**src/rtl/fb_stream_loader.sv**
```systemverilog
// fb_stream_loader: turns a framed byte stream into write transactions on the
// byte-wide write port of the 1bpp 640x480 frame RAM (80 bytes per line,
// MSB = leftmost pixel). Frames start with 0xA5 followed by a command byte:
// 0x01 WRITE (address, length, data burst) or 0x02 FILL (whole-screen value).
module fb_stream_loader #(
    parameter int FB_BYTES = 38400,
    parameter int ADDR_W   = 16
) (
    input  logic              clk,
    input  logic              rst,
    input  logic [7:0]        in_data,
    input  logic              in_valid,
    output logic              in_ready,
    output logic              wr_en,
    output logic [ADDR_W-1:0] wr_addr,
    output logic [7:0]        wr_data,
    output logic              done,
    output logic              err
);

    localparam logic [7:0]  SYNC_BYTE = 8'hA5;
    localparam logic [7:0]  CMD_WRITE = 8'h01;
    localparam logic [7:0]  CMD_FILL  = 8'h02;
    localparam logic [15:0] FB_LAST   = 16'(FB_BYTES - 1);
    localparam logic [15:0] FB_END    = 16'(FB_BYTES);

    typedef enum logic [3:0] {
        IDLE,
        CMD,
        ADDR_H,
        ADDR_L,
        LEN_H,
        LEN_L,
        DATA,
        FILL_VAL,
        FILL
    } state_t;

    state_t            r_state;
    state_t            w_state_nxt;

    // Registered write port and status pulses.
    logic              r_wr_en;
    logic [ADDR_W-1:0] r_wr_addr;
    logic [7:0]        r_wr_data;
    logic              r_done;
    logic              r_err;

    // Command context: full 16-bit address (start address, then running
    // write/fill pointer), high length byte, remaining byte count and the
    // discard flag for bursts whose start address lies outside the RAM.
    logic [15:0]       r_addr;
    logic [7:0]        r_len_hi;
    logic [15:0]       r_cnt;
    logic              r_discard;

    logic              w_wr_en;
    logic [ADDR_W-1:0] w_wr_addr;
    logic [7:0]        w_wr_data;
    logic              w_done;
    logic              w_err;
    logic [15:0]       w_addr_nxt;
    logic [7:0]        w_len_hi_nxt;
    logic [15:0]       w_cnt_nxt;
    logic              w_discard_nxt;

    logic              w_xfer;
    logic [15:0]       w_len;
    logic              w_addr_bad;
    logic [15:0]       w_addr_inc;

    // Ready depends only on the state register, so there is no path from in_valid.
    assign in_ready   = (r_state != FILL);
    assign w_xfer     = in_valid & in_ready;
    assign w_len      = {r_len_hi, in_data};
    // Range check on the full 16-bit address, before narrowing to ADDR_W.
    assign w_addr_bad = (r_addr >= FB_END);
    // Burst pointer wraps from the last RAM byte back to address 0.
    assign w_addr_inc = (r_addr == FB_LAST) ? 16'd0 : r_addr + 16'd1;

    assign wr_en   = r_wr_en;
    assign wr_addr = r_wr_addr;
    assign wr_data = r_wr_data;
    assign done    = r_done;
    assign err     = r_err;

    // State register; reset abandons any command in flight.
    always_ff @(posedge clk or posedge rst) begin
        if (rst) begin
            r_state <= IDLE;
        end else begin
            r_state <= w_state_nxt;
        end
    end

    // Next-state decode plus the next values of the write port and context.
    always_comb begin
        w_state_nxt   = r_state;
        w_wr_en       = 1'b0;
        w_wr_addr     = r_wr_addr;
        w_wr_data     = r_wr_data;
        w_done        = 1'b0;
        w_err         = 1'b0;
        w_addr_nxt    = r_addr;
        w_len_hi_nxt  = r_len_hi;
        w_cnt_nxt     = r_cnt;
        w_discard_nxt = r_discard;

        case (r_state)
            IDLE: begin
                if (w_xfer && in_data == SYNC_BYTE) begin
                    w_state_nxt = CMD;
                end
            end
            CMD: begin
                if (w_xfer) begin
                    if (in_data == CMD_WRITE) begin
                        w_state_nxt = ADDR_H;
                    end else if (in_data == CMD_FILL) begin
                        w_state_nxt = FILL_VAL;
                    end else begin
                        w_state_nxt = IDLE;
                        w_err       = 1'b1;
                    end
                end
            end
            ADDR_H: begin
                if (w_xfer) begin
                    w_addr_nxt  = {in_data, r_addr[7:0]};
                    w_state_nxt = ADDR_L;
                end
            end
            ADDR_L: begin
                if (w_xfer) begin
                    w_addr_nxt  = {r_addr[15:8], in_data};
                    w_state_nxt = LEN_H;
                end
            end
            LEN_H: begin
                if (w_xfer) begin
                    w_len_hi_nxt = in_data;
                    w_state_nxt  = LEN_L;
                end
            end
            LEN_L: begin
                if (w_xfer) begin
                    w_cnt_nxt     = w_len;
                    w_discard_nxt = w_addr_bad;
                    if (w_len == 16'd0) begin
                        // Empty burst: report completion, or rejection if the
                        // start address was out of range.
                        w_state_nxt = IDLE;
                        w_err       = w_addr_bad;
                        w_done      = ~w_addr_bad;
                    end else begin
                        w_state_nxt = DATA;
                    end
                end
            end
            DATA: begin
                if (w_xfer) begin
                    if (!r_discard) begin
                        w_wr_en   = 1'b1;
                        w_wr_addr = ADDR_W'(r_addr);
                        w_wr_data = in_data;
                    end
                    w_addr_nxt = w_addr_inc;
                    w_cnt_nxt  = r_cnt - 16'd1;
                    if (r_cnt == 16'd1) begin
                        w_state_nxt = IDLE;
                        w_done      = ~r_discard;
                        w_err       = r_discard;
                    end
                end
            end
            FILL_VAL: begin
                if (w_xfer) begin
                    // First fill write goes out immediately; wr_data then holds
                    // the fill value for the rest of the screen.
                    w_wr_en     = 1'b1;
                    w_wr_addr   = '0;
                    w_wr_data   = in_data;
                    w_done      = (FB_LAST == 16'd0);
                    w_addr_nxt  = 16'd1;
                    w_state_nxt = FILL;
                end
            end
            FILL: begin
                if (r_addr == FB_END) begin
                    // One trailing cycle after the last write keeps in_ready low
                    // for exactly FB_BYTES cycles.
                    w_state_nxt = IDLE;
                end else begin
                    w_wr_en    = 1'b1;
                    w_wr_addr  = ADDR_W'(r_addr);
                    w_done     = (r_addr == FB_LAST);
                    w_addr_nxt = r_addr + 16'd1;
                end
            end
            default: begin
                w_state_nxt = IDLE;
            end
        endcase
    end

    // Output registers; cleared on reset so no write survives an abort.
    always_ff @(posedge clk or posedge rst) begin
        if (rst) begin
            r_wr_en   <= 1'b0;
            r_wr_addr <= '0;
            r_wr_data <= '0;
            r_done    <= 1'b0;
            r_err     <= 1'b0;
        end else begin
            r_wr_en   <= w_wr_en;
            r_wr_addr <= w_wr_addr;
            r_wr_data <= w_wr_data;
            r_done    <= w_done;
            r_err     <= w_err;
        end
    end

    // Command context; always loaded before use, so it needs no reset.
    always_ff @(posedge clk) begin
        r_addr    <= w_addr_nxt;
        r_len_hi  <= w_len_hi_nxt;
        r_cnt     <= w_cnt_nxt;
        r_discard <= w_discard_nxt;
    end

endmodule

```
**config.mk**
```make
export PLATFORM = sky130hd
export DESIGN_NAME = fb_stream_loader
export DESIGN_NICKNAME = d
export VERILOG_FILES = /design/src/rtl/fb_stream_loader.sv
export SDC_FILE = /design/constraint.sdc
export NUM_CORES = 1
export LEC_CHECK = 0
export ABC_AREA = 0
export CORE_ASPECT_RATIO = 0.75
export CORE_MARGIN = 1
export CORE_UTILIZATION = 55
export CTS_CLUSTER_SIZE = 30
export DETAILED_ROUTE_END_ITERATION = 10
export GPL_ROUTABILITY_DRIVEN = 1
export PLACE_DENSITY_LB_ADDON = 0.2
export SYNTH_ARGS = -nofsm -noshare
export SYNTH_HDL_FRONTEND = slang
export SYNTH_SLANG_ARGS = --single-unit
export TNS_END_PERCENT = 100
```
**constraint.sdc**
```tcl
create_clock -name clk -period 2.5 [get_ports clk]
set_clock_uncertainty 0.05 [all_clocks]
set_input_delay 0.75 -clock clk [delete_from_list [all_inputs] [get_ports clk]]
set_output_delay 0.75 -clock clk [all_outputs]
set_load 0.02 [all_outputs]
```
# == Yosys cells after proc, flatten, opt, wreduce, memory -nomap -nowiden ==
# Cells that the tools add are included.
# totals
ff_bits,72
in_bits,11
out_inout_bits,28
word_cells,114
# classes
add_sub_neg,2
magnitude_cmp,1
eq_ne,27
muxes,52
bitwise_logic,5
n_reduce_logical,16
# op_table
cell,count
$mux W16,11
$pmux W16 S5,1
$pmux W16 S3,1
$mux W4,10
$pmux W4 S9,1
$eq A16 B16 Y1 const B,2
$mux W8,4
$pmux W16 S2,1
$ne A2 B2 Y1 const B,12
$add A16 B1 Y16 const B,1
$eq A16 B1 Y1 const B,1
$eq A4 B3 Y1 const B,4
$ge A16 B16 Y1 const B,1
$logic_not A16 Y1,1
$mux W1,16
$pmux W8 S2,1
$sub A16 B1 Y16 const B,1
$reduce_and A6 Y1,2
$reduce_and A10 Y1,1
$mux W3,3
$pmux W1 S3,3
$eq A4 B2 Y1 const B,2
$eq A8 B1 Y1 const B,1
$eq A8 B2 Y1 const B,1
other kinds (15),21

# == Logic depth before layout (Yosys ltp) ==
# depth
word_depth,5
depth_mapped,8
mapped_depth_nobuf,7

# == Least setup slack after synthesis ==
# No wires, ideal clock.
# synth_timing
path_kind,register -> register
from,register r_state[1]
to,register r_addr[0] (enable)
setup_time_ns,0.375
t_arrival_ns,1.667
required_ns,2.075
setup_slack_ns,0.408
path_stages_with_launch,4
path_buffers,0
period_less_slack_ns,2.092
path_cell_list,dfrtp_1 -> nor4_2 -> inv_1 -> a21oi_1
# synth_via
elab_chain_len,4
word_cells_on_any_way,14
classes_between,eq/ne (10); bitwise (2); reduce/logical (2)
# synth_lines
element,line_no,text
start: declaration,39,state_t r_state;
start signal: assignment,92,r_state <= w_state_nxt;
$ne A4 B4 Y1 *,73,assign in_ready = (r_state != FILL);
named net in_ready,13,"output logic in_ready,"
$and A1 B1 Y1 *,74,assign w_xfer = in_valid & in_ready;
$ne A2 B2 Y1 (no line),--,
$reduce_and A6 Y1 (no line) *,--,
end signal: assignment,225,r_addr <= w_addr_nxt;
end: declaration,52,logic [15:0] r_addr;
# Mark *: on every way through the listed nets, which the timed path passes. The rest lies on a longest branch.
# A chain may end at the register's enable or synchronous reset.

# == Worst setup path in the final report ==
# layout_timing
from,register r_state[1]
to,output in_ready
# layout_via
elab_chain_len,1
# layout_lines
element,line_no
$ne A4 B4 Y1,73
end: declaration,13
# Every way passes these cells.

==> reports/qor.yml <==
synthesis:
  syn-instance-count: 371
  ys_top_cells_by_area: "edfxtp_1, dfrtp_1, nand2_1"
  synth_ff_type: "edfxtp_1"
  synth-edff-count: 41
  synth_cell_types: 50
  syn_nets: 386
  syn_area_per_cell_sq_um: 10.12
  ys_seq_elements: 72
  yosysSeqAreaShare: 0.5347
  yosysWarningCount: 0
  synth_area_leader_cell: "edfxtp_1"
  netlist_area_sq_mm: 0.003754
  synthArstFlopShare: 0.4306
  yosysTopAreaCellShare: 0.3280
global_routing:
  grt_first_pass_wirelength_mm: 15.11
  antenna_found_initial: 0
  grt.total_usage: 0.2839
  grt_overflow: 0
  grt_max_degree: 34
  grt_pass1_vias: 2900
die:
  coreArea_sq_mm: 0.006444
  die_area_sq_mm: 0.007163
  num_rows: 25
  die_y_um: 73.55
  ios: 39
  die_width_um: 97.39
  start_util: 0.5825
final_layout:
  diodes: 0
  utilization: 0.7150
  area_delta_synth_final_pct: 22.73
  nets: 450
  mostFrequentLayoutCells: "nand2_1, o21ai_0, edfxtp_1"
  layout-drive-gt1-share: 0.1477
  final_common_cell: "nand2_1"
power:
  switchingPower_uw: 489.3
  sw_frac_of_total: 0.2283
  intPower_mw: 1.654
  cellLeakagePower_nw: 1.780
  p_per_area_mw_per_mm2: 465.2
  pwr-share-clk: 0.364
  power_frac_seq: 0.588
  peakVddDrop_mv: 0.3186
  comb_power_share: 0.048
drt:
  ant_nets: 0
  met1_length_mm: 4.327
  top_layer: "met4"
  drc_errors: 0
  drtIter0Drc: 382
  vias_per_cell: 6.036
  firstDrtPassIters: 6
  dr_wl_met2_mm: 4.184
  num_vias: 3145
  drt-total-wl_mm: 9.573
  met3WireLength_um: 927
  post_drt_wl_per_cell_um: 18.37
cts:
  cts_sinks: 72
  clk_pin_slew_ps: 80
  cts_buffer_depth: 2
  htree_levels: 3
  cts_tree: "yes"
  clk_latency_ps: 350
  cts_setup_buffers: 0
  root_buffer: "clkbuf_8"
  cts_buffers: 9
sta:
  hold_violations: 0
  max_slew_margin: 0.6108
  slew_viol_final: 0
  rsz0062_at_grt: "no"
  period_share: 0.9723
  final.min_clock_period_ps: 2431
  clock.fmax_mhz: 411.4
  max_slew.worst_pin.slew_ps: 579.3
  finalSetupViolCount: 0
  fin_setup_tns_ps: 0
setup_path:
  ff2ff_path_depth: 4
  cp_max_fo: 4
  cp-start-kind: "register"
  crit_end: "in_ready"
  r2r_setup_slack_ps: 130
  reg2reg_from: "r_cnt[7]"
  r2r_end: "r_state[1]"
  crit_start: "r_state[1]"
  required_ps: 1700
  cp.arrival_ps: 1630
  cp-end-kind: "output port"
  path_class: "register to output port"
place:
  hpwl_mm: 6.788
  gp_congestion: 0.8686
  place.port_buffers: 38
status:
  status: "complete, no violations"
hold_path:
  hp-start: "wr_addr[0]"
  hold_path_class: "register to register"
run:
  drv_cap: 0
-- state kept, by name (all words and copies together), names as in the netlist --
name	cells
r_discard	1
wr_addr	16
r_len_hi	8
r_state	4
err	1
wr_data	8
done	1
r_cnt	16
wr_en	1
r_addr	16
-- cell usage after synthesis, drive strengths merged (3+ instances only) --
cell    number
a31oi        6
nand3b       3
o31ai        5
or4          4
ha           4
nand2       72
nor4         6
nor3        11
clkbuf      15
nand4        7
o21ai       45
and3         3
mux2        10
nor2b        5
nor2        18
xnor2       14
a21oi        3
edfxtp      41
nand3       12
xor2        12
o211ai       4
inv         13
dfrtp       31
-- power groups by stage --
stage	Sequential [mW]	Clock (mW)	Combinational [mW]
floorplan	1.29	0	0.0252
global placement	1.28	0	0.0982
detailed placement	1.28	0	0.101
CTS	1.26	0.801	0.101
global route	1.26	0.842	0.108
finish	1.26	0.781	0.102
-- routing by layer --
| layer | track usage | vias up |
|---|---|---|
| met5 | 0 | - |
| met1 | 0.4111 | 1510 |
| met2 | 0.4087 | 155 |
| met4 | 0.1127 | 0 |
| met3 | 0.07517 | 18 |
| li1 | - | 1462 |
-- cells by family (layout without fill, tap and decap cells) --
group | after synthesis | in the layout | share of synthesized area
flops | 72 | 72 | 0.5347
xor+xnor | 26 | 26 | 0.06067
compound gates | 72 | 72 | 0.1160
mux | 12 | 12 | 0.03533
buf+inv | 30 | 99 | 0.03033
simple gates | 155 | 155 | 0.2097
fa+ha+maj | 4 | 4 | 0.01333
-- per-stage QoR --
stage / hold slack, ps / setup WS, ps / total power, mW / instances / area, sq um
floorplan: 462.8 / 407.7 / 1.318 / 371 / 3754
global placement: 410.8 / 107.1 / 1.383 / 505 / 4439
detailed placement: 424.5 / -7.082 / 1.385 / 505 / 4439
CTS: 440.4 / 19.64 / 2.162 / 521 / 4593
global route: 465.4 / 3.990 / 2.211 / 521 / 4607
finish: 432.5 / 69.15 / 2.143 / 521 / 4607
-- cell type report --
class,instances,area [sq um]
Clock buffer,11,131.4
Clock inverter,5,23.77
Fill cell,494,1837
Inverter,13,48.80
Multi-Input combinational cell,269,1650
Sequential cell,72,2007
Tap cell,81,101.3
Timing Repair Buffer,70,644.4
-- repair_timing --
item	in CTS	in global routing
resized for setup	1	2
pin swaps	0	0
hold buffers	0	0
endpoints found under the setup margin	1	1
-- how the worst min path moves through the flow --
stage	slack, ps	endpoint	depth (start not counted)
finish	430	wr_addr[0]	2
global route	470	wr_addr[7]	2
CTS	440	wr_addr[0]	2
detailed placement	420	wr_addr[0]	2
global placement	410	wr_addr[12]	2
floorplan	460	r_cnt[14]	2
-- worst max-delay path: stages, from the launching register on --
cell and delay [ps]:
dfrtp_1 430, nor4_4 350, inv_1 150, dlygate4sd2_1 340
(Power assumes the default switching activity.)
